[config.mk]
export PLATFORM = sky130hd
export DESIGN_NAME = oled_time_streamer_flat
export DESIGN_NICKNAME = d
export VERILOG_FILES = /design/src/rtl/oled_time_streamer_if.sv /design/src/rtl/oled_time_streamer.sv /design/src/flat_wrapper.sv
export SDC_FILE = /design/constraint.sdc
export NUM_CORES = 1
export LEC_CHECK = 0
export ABC_AREA = 1
export BUFFER_PORTS_ARGS = -buffer_cell sky130_fd_sc_hd__clkbuf_2
export CAP_MARGIN = 20
export CORE_MARGIN = 4
export CORE_UTILIZATION = 40
export CTS_BUF_LIST = sky130_fd_sc_hd__clkbuf_8 sky130_fd_sc_hd__clkbuf_16
export CTS_CLUSTER_SIZE = 10
export DETAILED_ROUTE_END_ITERATION = 16
export SYNTH_ARGS = -nofsm -noshare
export SYNTH_HDL_FRONTEND = slang
export SYNTH_SLANG_ARGS = --single-unit
[constraint.sdc]
create_clock -name clk -period 2.3 [get_ports clk]
set_input_delay 0.115 -clock clk [delete_from_list [all_inputs] [get_ports clk]]
set_output_delay 0.115 -clock clk [all_outputs]
set_load 0.05 [all_outputs]
[src/rtl/oled_time_streamer_if.sv]
// Byte handshake between the time streamer and the SPI byte master.
// Latency: wires only, no registers.
// Backpressure: the source holds each byte until it sees spi_send_done for it.
interface oled_time_streamer_if;
  logic       spi_send;
  logic [7:0] spi_data;
  logic       dc;
  logic       spi_send_done;

  modport master (output spi_send, output spi_data, output dc, input spi_send_done);
  modport slave  (input spi_send, input spi_data, input dc, output spi_send_done);
endinterface

[src/rtl/oled_time_streamer.sv]
// Streams "HH:MM:SS" (8x16 font) to the OLED as two page command triplets plus 128 glyph bytes.
// Latency: first spi_send two cycles after an accepted refresh; each next send two cycles after done.
// Backpressure: one byte in flight; the next byte is only loaded after spi_send_done for the current one.
module oled_time_streamer #(
  parameter int START_PAGE = 3,
  parameter int START_COL  = 32
) (
  input  logic                        clk,
  input  logic                        reset_n,
  input  logic                        enable,
  input  logic                        refresh,
  input  logic [23:0]                 time_bcd,
  input  logic                        colon_on,
  oled_time_streamer_if.master        spi,
  output logic                        busy,
  output logic                        frame_done
);

  localparam logic [7:0] PAGE_BASE = 8'(START_PAGE);
  localparam logic [7:0] COL_VAL   = 8'(START_COL);

  typedef enum logic [2:0] {
    S_IDLE,
    S_LOAD,
    S_SEND,
    S_WAIT,
    S_DONE
  } state_t;

  state_t      state;
  logic [23:0] snap_time;
  logic        snap_colon;
  logic        pending;
  logic        page_bit;
  logic [2:0]  chr_idx;
  logic [2:0]  col_idx;
  logic [1:0]  cmd_idx;   // 0..2 = command bytes, 3 = data phase of the page

  logic [3:0]  char_code;
  logic [63:0] glyph;
  logic [2:0]  sh;
  logic [7:0]  data_byte;
  logic [7:0]  cmd_byte;
  logic [7:0]  next_byte;
  logic        next_dc;
  logic        last_byte;

  // Seven-segment style digit font. One half (8 column bytes) per call,
  // written left column first; LSB of each byte is the top pixel row of the half.
  function automatic logic [63:0] glyph_half(input logic [3:0] code, input logic half);
    logic [63:0] w;
    w = 64'h0;
    case ({code, half})
      5'b0000_0: w = 64'h00FEFE0606FEFE00;
      5'b0000_1: w = 64'h007F7F60607F7F00;
      5'b0001_0: w = 64'h0000000000FEFE00;
      5'b0001_1: w = 64'h00000000007F7F00;
      5'b0010_0: w = 64'h0086868686FEFE00;
      5'b0010_1: w = 64'h007F7F6161616100;
      5'b0011_0: w = 64'h0086868686FEFE00;
      5'b0011_1: w = 64'h00616161617F7F00;
      5'b0100_0: w = 64'h00FEFE8080FEFE00;
      5'b0100_1: w = 64'h00010101017F7F00;
      5'b0101_0: w = 64'h00FEFE8686868600;
      5'b0101_1: w = 64'h00616161617F7F00;
      5'b0110_0: w = 64'h00FEFE8686868600;
      5'b0110_1: w = 64'h007F7F61617F7F00;
      5'b0111_0: w = 64'h0006060606FEFE00;
      5'b0111_1: w = 64'h00000000007F7F00;
      5'b1000_0: w = 64'h00FEFE8686FEFE00;
      5'b1000_1: w = 64'h007F7F61617F7F00;
      5'b1001_0: w = 64'h00FEFE8686FEFE00;
      5'b1001_1: w = 64'h00616161617F7F00;
      5'b1010_0: w = 64'h0000003030000000;  // colon, upper dot
      5'b1010_1: w = 64'h0000000C0C000000;  // colon, lower dot
      default:   w = 64'h0;                 // 0xB..0xF render blank
    endcase
    return w;
  endfunction

  // Select the byte for the current counters from the snapshot and font.
  always_comb begin
    char_code = 4'hB;
    glyph     = 64'h0;
    sh        = 3'd0;
    data_byte = 8'h00;
    cmd_byte  = 8'h00;
    next_byte = 8'h00;
    next_dc   = 1'b0;
    last_byte = 1'b0;

    case (chr_idx)
      3'd0: char_code = snap_time[23:20];
      3'd1: char_code = snap_time[19:16];
      3'd3: char_code = snap_time[15:12];
      3'd4: char_code = snap_time[11:8];
      3'd6: char_code = snap_time[7:4];
      3'd7: char_code = snap_time[3:0];
      default: char_code = snap_colon ? 4'hA : 4'hB;
    endcase

    glyph     = glyph_half(char_code, page_bit);
    sh        = 3'd7 - col_idx;
    data_byte = glyph[{sh, 3'b000} +: 8];

    case (cmd_idx)
      2'd0:    cmd_byte = 8'hB0 | (PAGE_BASE + {7'd0, page_bit});
      2'd1:    cmd_byte = {4'h0, COL_VAL[3:0]};
      2'd2:    cmd_byte = {4'h1, COL_VAL[7:4]};
      default: cmd_byte = 8'h00;
    endcase

    next_dc   = (cmd_idx == 2'd3);
    next_byte = next_dc ? data_byte : cmd_byte;
    last_byte = page_bit && (cmd_idx == 2'd3) && (chr_idx == 3'd7) && (col_idx == 3'd7);
  end

  // Frame sequencer: snapshot on start, one byte per LOAD/SEND/WAIT round, pending refresh replay.
  always_ff @(posedge clk or negedge reset_n) begin
    if (!reset_n) begin
      state        <= S_IDLE;
      snap_time    <= 24'h0;
      snap_colon   <= 1'b0;
      pending      <= 1'b0;
      page_bit     <= 1'b0;
      chr_idx      <= 3'd0;
      col_idx      <= 3'd0;
      cmd_idx      <= 2'd0;
      spi.spi_send <= 1'b0;
      spi.spi_data <= 8'h00;
      spi.dc       <= 1'b0;
      busy         <= 1'b0;
      frame_done   <= 1'b0;
    end else begin
      spi.spi_send <= 1'b0;
      frame_done   <= 1'b0;

      // Requests during a frame collapse into one; losing enable drops them.
      if (!enable) begin
        pending <= 1'b0;
      end else if (refresh && state != S_IDLE) begin
        pending <= 1'b1;
      end

      case (state)
        S_IDLE: begin
          if (enable && refresh) begin
            snap_time  <= time_bcd;
            snap_colon <= colon_on;
            page_bit   <= 1'b0;
            chr_idx    <= 3'd0;
            col_idx    <= 3'd0;
            cmd_idx    <= 2'd0;
            pending    <= 1'b0;
            busy       <= 1'b1;
            state      <= S_LOAD;
          end
        end

        S_LOAD: begin
          spi.spi_data <= next_byte;
          spi.dc       <= next_dc;
          spi.spi_send <= 1'b1;
          state        <= S_SEND;
        end

        S_SEND: begin
          // A done coincident with the send pulse is not for this byte.
          state <= S_WAIT;
        end

        S_WAIT: begin
          if (spi.spi_send_done) begin
            if (last_byte) begin
              frame_done <= 1'b1;
              state      <= S_DONE;
            end else begin
              state <= S_LOAD;
              if (cmd_idx != 2'd3) begin
                cmd_idx <= cmd_idx + 2'd1;
              end else if (col_idx != 3'd7) begin
                col_idx <= col_idx + 3'd1;
              end else begin
                col_idx <= 3'd0;
                if (chr_idx != 3'd7) begin
                  chr_idx <= chr_idx + 3'd1;
                end else begin
                  chr_idx  <= 3'd0;
                  cmd_idx  <= 2'd0;
                  page_bit <= 1'b1;
                end
              end
            end
          end
        end

        S_DONE: begin
          if (enable && (pending || refresh)) begin
            snap_time  <= time_bcd;
            snap_colon <= colon_on;
            page_bit   <= 1'b0;
            chr_idx    <= 3'd0;
            col_idx    <= 3'd0;
            cmd_idx    <= 2'd0;
            pending    <= 1'b0;
            state      <= S_LOAD;
          end else begin
            busy  <= 1'b0;
            state <= S_IDLE;
          end
        end

        default: begin
          busy  <= 1'b0;
          state <= S_IDLE;
        end
      endcase
    end
  end

endmodule

[src/flat_wrapper.sv]
// flat-port wrapper written by rule: the top's interface ports become plain ports
module oled_time_streamer_flat 
#(
  parameter int START_PAGE = 3,
  parameter int START_COL  = 32
)
  (clk, reset_n, enable, refresh, time_bcd, colon_on, busy, frame_done, spi_spi_send, spi_spi_data, spi_dc, spi_spi_send_done);
  oled_time_streamer_if spi_i ();
  input  logic clk;
  input  logic reset_n;
  input  logic enable;
  input  logic refresh;
  input  logic [23:0] time_bcd;
  input  logic colon_on;
  output logic busy;
  output logic frame_done;
  output wire logic [$bits(spi_i.spi_send)-1:0] spi_spi_send;
  output wire logic [$bits(spi_i.spi_data)-1:0] spi_spi_data;
  output wire logic [$bits(spi_i.dc)-1:0] spi_dc;
  input wire logic [$bits(spi_i.spi_send_done)-1:0] spi_spi_send_done;
  assign spi_spi_send = spi_i.spi_send;
  assign spi_spi_data = spi_i.spi_data;
  assign spi_dc = spi_i.dc;
  assign spi_i.spi_send_done = spi_spi_send_done;
  oled_time_streamer #(.START_PAGE(START_PAGE), .START_COL(START_COL)) u_core (.clk(clk), .reset_n(reset_n), .enable(enable), .refresh(refresh), .time_bcd(time_bcd), .colon_on(colon_on), .spi(spi_i), .busy(busy), .frame_done(frame_done));
endmodule
### Word-level counts from Yosys, hierarchy flattened

Memories as Yosys holds them, arrays and structs flattened.
Cells that the tools add are included.

* flip-flop bits (word level): 50
* ROM bits: 1536
* output and inout bits: 12
* word-level logic and storage cells: 123
* memories kept: 1

* $add $sub $neg: 5
* equality and inequality tests: 25
* shift operators: 1
* multiplexer cells: 56
* bitwise logic cells: 1
* reduce and logical (&&, ||, !) cells: 21

Memories
* (no name shown): depth 32, bits a word 48, read ports 1, clocked after memory_dff 0, wr ports 0, RTL line oled_time_streamer.sv:53 `case ({code, half})`

Operators by type and width (number)
* $shiftx 64x7->8: 1
* $mux 24: 2
* $pmux 24 s2: 1
* $mux 3: 14
* $pmux 4 s6: 1
* $mux 1: 21
* $pmux 3 s3: 2
* $pmux 8 s2: 1
* $eq 3x3->1 const B: 5
* $pmux 3 s5: 1
* $mux 2: 7
* $ne 2x2->1 const B: 7
* $reduce_and 7->1: 2
* $eq 3x2->1 const B: 3
* $mux 8: 1
* $reduce_and 8->1: 1
* $add 3x1->3 const B: 2
* $eq 3x1->1 const B: 2
* $logic_and 1x1->1: 6
* $logic_not 3->1: 2
* $ne 3x2->1 const B: 2
* $ne 3x3->1 const B: 2
* $pmux 1 s3: 2
* $pmux 2 s3: 1
* 15 further kinds: 20

### Depth between registers and ports, before layout

* word-level depth: 7
* mapped depth: 20

### Least setup slack after synthesis

Ideal clock, no wire load.

* path type: register -> register
* from: reg, netlist name u_core.chr_idx[0]
* to: reg u_core.snap_time[10]
* setup time: 0.125 ns
* data arrival time: 2.208 ns
* required time: 2.175 ns
* slack: -0.033 ns
* cell stages (with the launch flop): 11
* path buffers: 2
* period minus slack after synthesis: 2.333 ns
* cell sequence: dfrtp_1 -> ha_1 -> ha_1 -> clkbuf_2 -> nand4_1 -> nor2_4 -> a21oi_2 -> o21ai_2 -> nor3_4 -> buf_12 -> mux2_4

RTL lines
* to (signal assigned): RTL line oled_time_streamer.sv:148 `snap_time <= time_bcd;`
* to (signal assigned): RTL line oled_time_streamer.sv:199 `snap_time <= time_bcd;`
* to (decl): RTL line oled_time_streamer.sv:31 `logic [23:0] snap_time;`

### Final worst setup path

* from: reg u_core.chr_idx[0]
* to: reg u_core.spi.spi_data[3]

* word-level cells in the longest chain between the ends: 5
* elaborated cells between the ends (all ways): 10
* those cells by class: 5 x eq/ne; 1 x shift; 2 x mux; 1 x reduce/logical; 1 x memory

Ends and longest elaborated chain
* from (decl): RTL line oled_time_streamer.sv:35 `logic [2:0] chr_idx;`
* from (signal assigned): RTL line oled_time_streamer.sv:186 `chr_idx <= chr_idx + 3'd1;`
* $eq 3x3->1 (tied with other cells): RTL line oled_time_streamer.sv:92 `case (chr_idx)`
* $pmux 4 s6 (*): RTL line oled_time_streamer.sv:92
* $mem_v2 32x48 (*)
* $shiftx 64x7->8 (*): RTL line oled_time_streamer.sv:104 `data_byte = glyph[{sh, 3'b000} +: 8];`
* $mux 8 (*): RTL line oled_time_streamer.sv:114 `next_byte = next_dc ? data_byte : cmd_byte;`
* to (signal assigned): RTL line oled_time_streamer.sv:161 `spi.spi_data <= next_byte;`
* to (decl): RTL line oled_time_streamer_if.sv:10 `modport master (output spi_send, output spi_data, output dc, input spi_send_done);`

Mark *: on every way between the ends. The rest lies on a longest branch, timed or not.
A chain may end at the register's enable or synchronous reset.

==> results.txt <==
The flow ran to the end, and the final reports show no timing, DRC or antenna violations. The relative slew slack is 38.3%. Counting I/O delays and the setup requirement, the final critical path takes 2.24 ns. The height of the die is 97.2 um. The number of cells produced by synthesis came out at 401.

The total iterations of the first detailed-routing run came out at 4. 0 antenna diodes ended up in the layout. The maximum root-to-sink buffer count came out at 2. The combined global-route utilization of all metal layers came out at 16.5%.

For this run, the number of Yosys warnings is 0. The total vias in the final route came out at 2921. The cell area after synthesis came out at 3180 um2. The DRC marker count from the first detailed-route iteration came out at 131.

The number of hold violations in the final report is 0. The number of antenna violations at the first check in global routing is 0. The effective utilization at floorplan is 41.2%. Global routing used 27.8% of the available met2 tracks. The cell type with the highest aggregate area in the netlist is dfrtp_1. The count of flip-flops with a built-in enable after synthesis is 0. The instance area at placement is 3620 um2. The least setup slack across all paths after layout is 0.0592 ns. Of all nets on the critical path, the largest fanout is 7. For this run, asynchronously set or reset flops after synthesis account for 100%. In the routed layout, each cell is associated on average with a via count of 5.09. After the flow finishes, the layout carries non-filler instances totaling 574.

At the end of the flow, the number of nets in the layout was 512. The worst path arrival time came out at 2.49 ns. The overall die width came out at 97.2 um. The count of final max-slew check failures came out at 0. The achievable frequency is 446 MHz. The layout cell share with drive strength beyond 1 is 38.3%. The cell area after layout came out at 4140 um2. In the final routed layout, each cell accounts on average for 13.8 um. The fraction of post-synthesis cell area in the top cell type by area is 39.3%. Data on the critical path is required at its endpoint by 2.55 ns. After global routing, the most crowded layer is met2. The area growth from synthesis to layout is 29.9%. The path class of the tightest hold or removal check is in2reg. The top flip-flop cell by instance count after synthesis is dfrtp_1. The critical path is of the reg2reg type. The placed wire-length estimate after detailed placement came out at 5510 um. The max-capacitance violation count came out at 0.

At the end of routability-driven placement, the weighted congestion stood at 0.888. The H-tree depth is 2. The first-pass GRT wire length is 13000 um. The core region is 7730 um2. The placed instance count came out at 553. Entering global routing, the biggest net connects 37 pins. The slew at the pin with the worst max-slew slack is 0.926 ns. Sorting the synthesized cells by how often they occur yields nand2_1, dfrtp_1, nand3_1, inv_1, nor2_1. The final layout contains routed wiring with a total length of 7930 um. The worst slack at placement is -0.0700 ns. The worst setup path is captured at a flip-flop. The clock transition at the register clock pins on the worst setup and hold paths after CTS came out at 0.10 ns. The most numerous cell type found on the critical path is nand2_1. The number of buffers inserted during clock tree synthesis is 5. The total I/O pin count came out at 42. The die covers 9450 um2.

Counting every sink on the clock net gives 50. TritonCTS built the clock tree. Setup repair after global routing could not meet its margin everywhere.

The sequential area share after synthesis came out at 39.3%. The per-instance average area after synthesis is 7.94 um2. The count of port buffers added during placement is 41. By area the synthesized netlist is led by dfrtp_1, nand2_1, mux2_4, nand3_1, ha_1.

The final setup skew is 0.0102 ns. The count of antenna-violating nets left after detailed routing is 0. The synthesized net count came out at 442. The residual DRC count is 0. The most common cell in the synthesized netlist is nand2_1. The met3 usage in global routing is 3.09%. The worst setup path is launched from a flip-flop. Walking the worst path, the cells encountered are buf_6 > buf_4 > buf_6 > nand2_2 > inv_2 > nor2_4 > nand2_4 > inv_4 > nor3_4 > buf_12 > buf_12 > nor2_4 > nand2_2 > o21ai_2 > nand2_1 > nand2_1 > nand3_1 > nand2_1. The length in cells of the worst reg-to-reg path came out at 18. The part of the cycle the worst path needs is 97.4%.

For this design, the slowest cell found on the critical path is dfrtp_2. The total overflow reported by the global router came out at 0. For this run, the share of the core covered by cells in the final layout is 53.5%.

The number of global-route vias before repair came out at 2847. The setup violation total in the final timing report came out at 0. The row count is 32.

CTS placed an instance of clkbuf_8 at the clock tree root. The flip-flop and latch count after synthesis is 50. The number of different library cells in the post-synthesis netlist is 33. On the worst path, the slowest cell contributes a delay of 0.46 ns.

Global routing used 21.7% of the available met1 tracks. The insertion delay to the later sink of the worst-skew pair is 0.31 ns. The number of cells traversed by the worst hold path came out at 2.
==> routing by layer <==
metal | share of wire, % | vias to the layer above
met1 | 46 | 1405
met2 | 49 | 58
met4 | 1.7 | 0
met3 | 3.2 | 13
met5 | 0 | -
li1 | - | 1445
==> metrics by stage <==
step	hold WS, ns	setup TNS, ns
6_report	0.0248	0
5_1_grt	0.0131	-0.330
4_1_cts	0.0229	0
3_5_place_dp	0.297	-0.0957
3_3_place_gp	0.300	-0.0214
2_1_floorplan	-0.181	-0.0402
==> layout by cell type (no fill, tap or decap), types with 2 or more instances in the layout <==
| cell | n |
|---|---|
| o21bai_1 | 3 |
| ha_4 | 4 |
| clkbuf_2 | 41 |
| nand2_2 | 18 |
| buf_6 | 3 |
| a21oi_1 | 9 |
| nor3_1 | 3 |
| nand2_4 | 4 |
| nand4_1 | 2 |
| nand3_2 | 2 |
| nor2_4 | 7 |
| nand2_1 | 116 |
| nand3_4 | 2 |
| a21oi_2 | 7 |
| ha_1 | 4 |
| nand3_1 | 39 |
| nor3_4 | 3 |
| dfrtp_1 | 48 |
| buf_4 | 23 |
| ha_2 | 3 |
| clkbuf_8 | 5 |
| o21ai_1 | 3 |
| o21ai_0 | 16 |
| nor2_1 | 16 |
| and2_2 | 2 |
| o21ai_2 | 3 |
| inv_1 | 26 |
| buf_12 | 3 |
| dfrtp_2 | 2 |
| mux2_4 | 19 |
| clkbuf_16 | 2 |
| nor2_2 | 7 |
| inv_4 | 4 |
| inv_2 | 6 |
| mux2_2 | 7 |
==> flip-flops by register name, indices dropped and copies added (netlist names), 2 cells and up <==
register,cells
u_core.snap_time,24
u_core.spi.spi_data,8
u_core.chr_idx,3
u_core.col_idx,3
u_core.state,3
u_core.cmd_idx,2
==> worst paths after layout <==
kind,endpoint,from,slack [ns]
worst max-delay path,u_core.spi.spi_data[3],u_core.chr_idx[0],0.06
worst min-delay path,u_core.snap_time[5],time_bcd[5],0.02
worst max register to register,u_core.spi.spi_data[3],u_core.chr_idx[0],0.06
worst min register to register,u_core.spi.spi_data[3],u_core.spi.spi_data[3],0.48
max in group asynchronous,u_core.spi.spi_data[7],reset_n,1.14
min in group asynchronous,u_core.snap_time[14],reset_n,0.47
==> layout make-up <==
class,instances,area (um2)
fillers,713,3590
multi-input cells,303,1950
flip-flops and latches,50,1250
repair buffers,73,532
inverters,38,156
well taps,102,128
clock buffers,5,68.8
clock inverters,3,43.8
==> logic make-up (layout without fill, tap and decap cells) <==
kind of cell               after synthesis  in the layout  share of synthesized area (%)
AOI/OAI and AO/OA                       44             44                           7.66
adders and majority gates               11             11                           4.32
buffers and inverters                   48            119                           7.19
DFF                                     50             50                           39.3
muxes                                   26             26                           11.4
and+or+nand+nor                        222            222                           30.1
==> what timing repair did <==
item / CTS / global route
pin swaps: 1 / 23
endpoints found under the hold margin: 34 / 0
endpoints found under the setup margin: 5 / 18
resized for setup: 2 / 81
hold buffers: 1 / 0
setup buffers: 1 / 9
cloned: 0 / 2
==> critical path: cells and delay by family, from the launching register on <==
family	cells	cell delay, ns
buffers and inverters	7	0.76
and+or+nand+nor	10	0.82
DFF	1	0.46
AOI/OAI and AO/OA	1	0.13
Power is left out: the tool's default activity adds up to more than one toggle a clock period on the data nets, which glitch-free logic cannot reach.
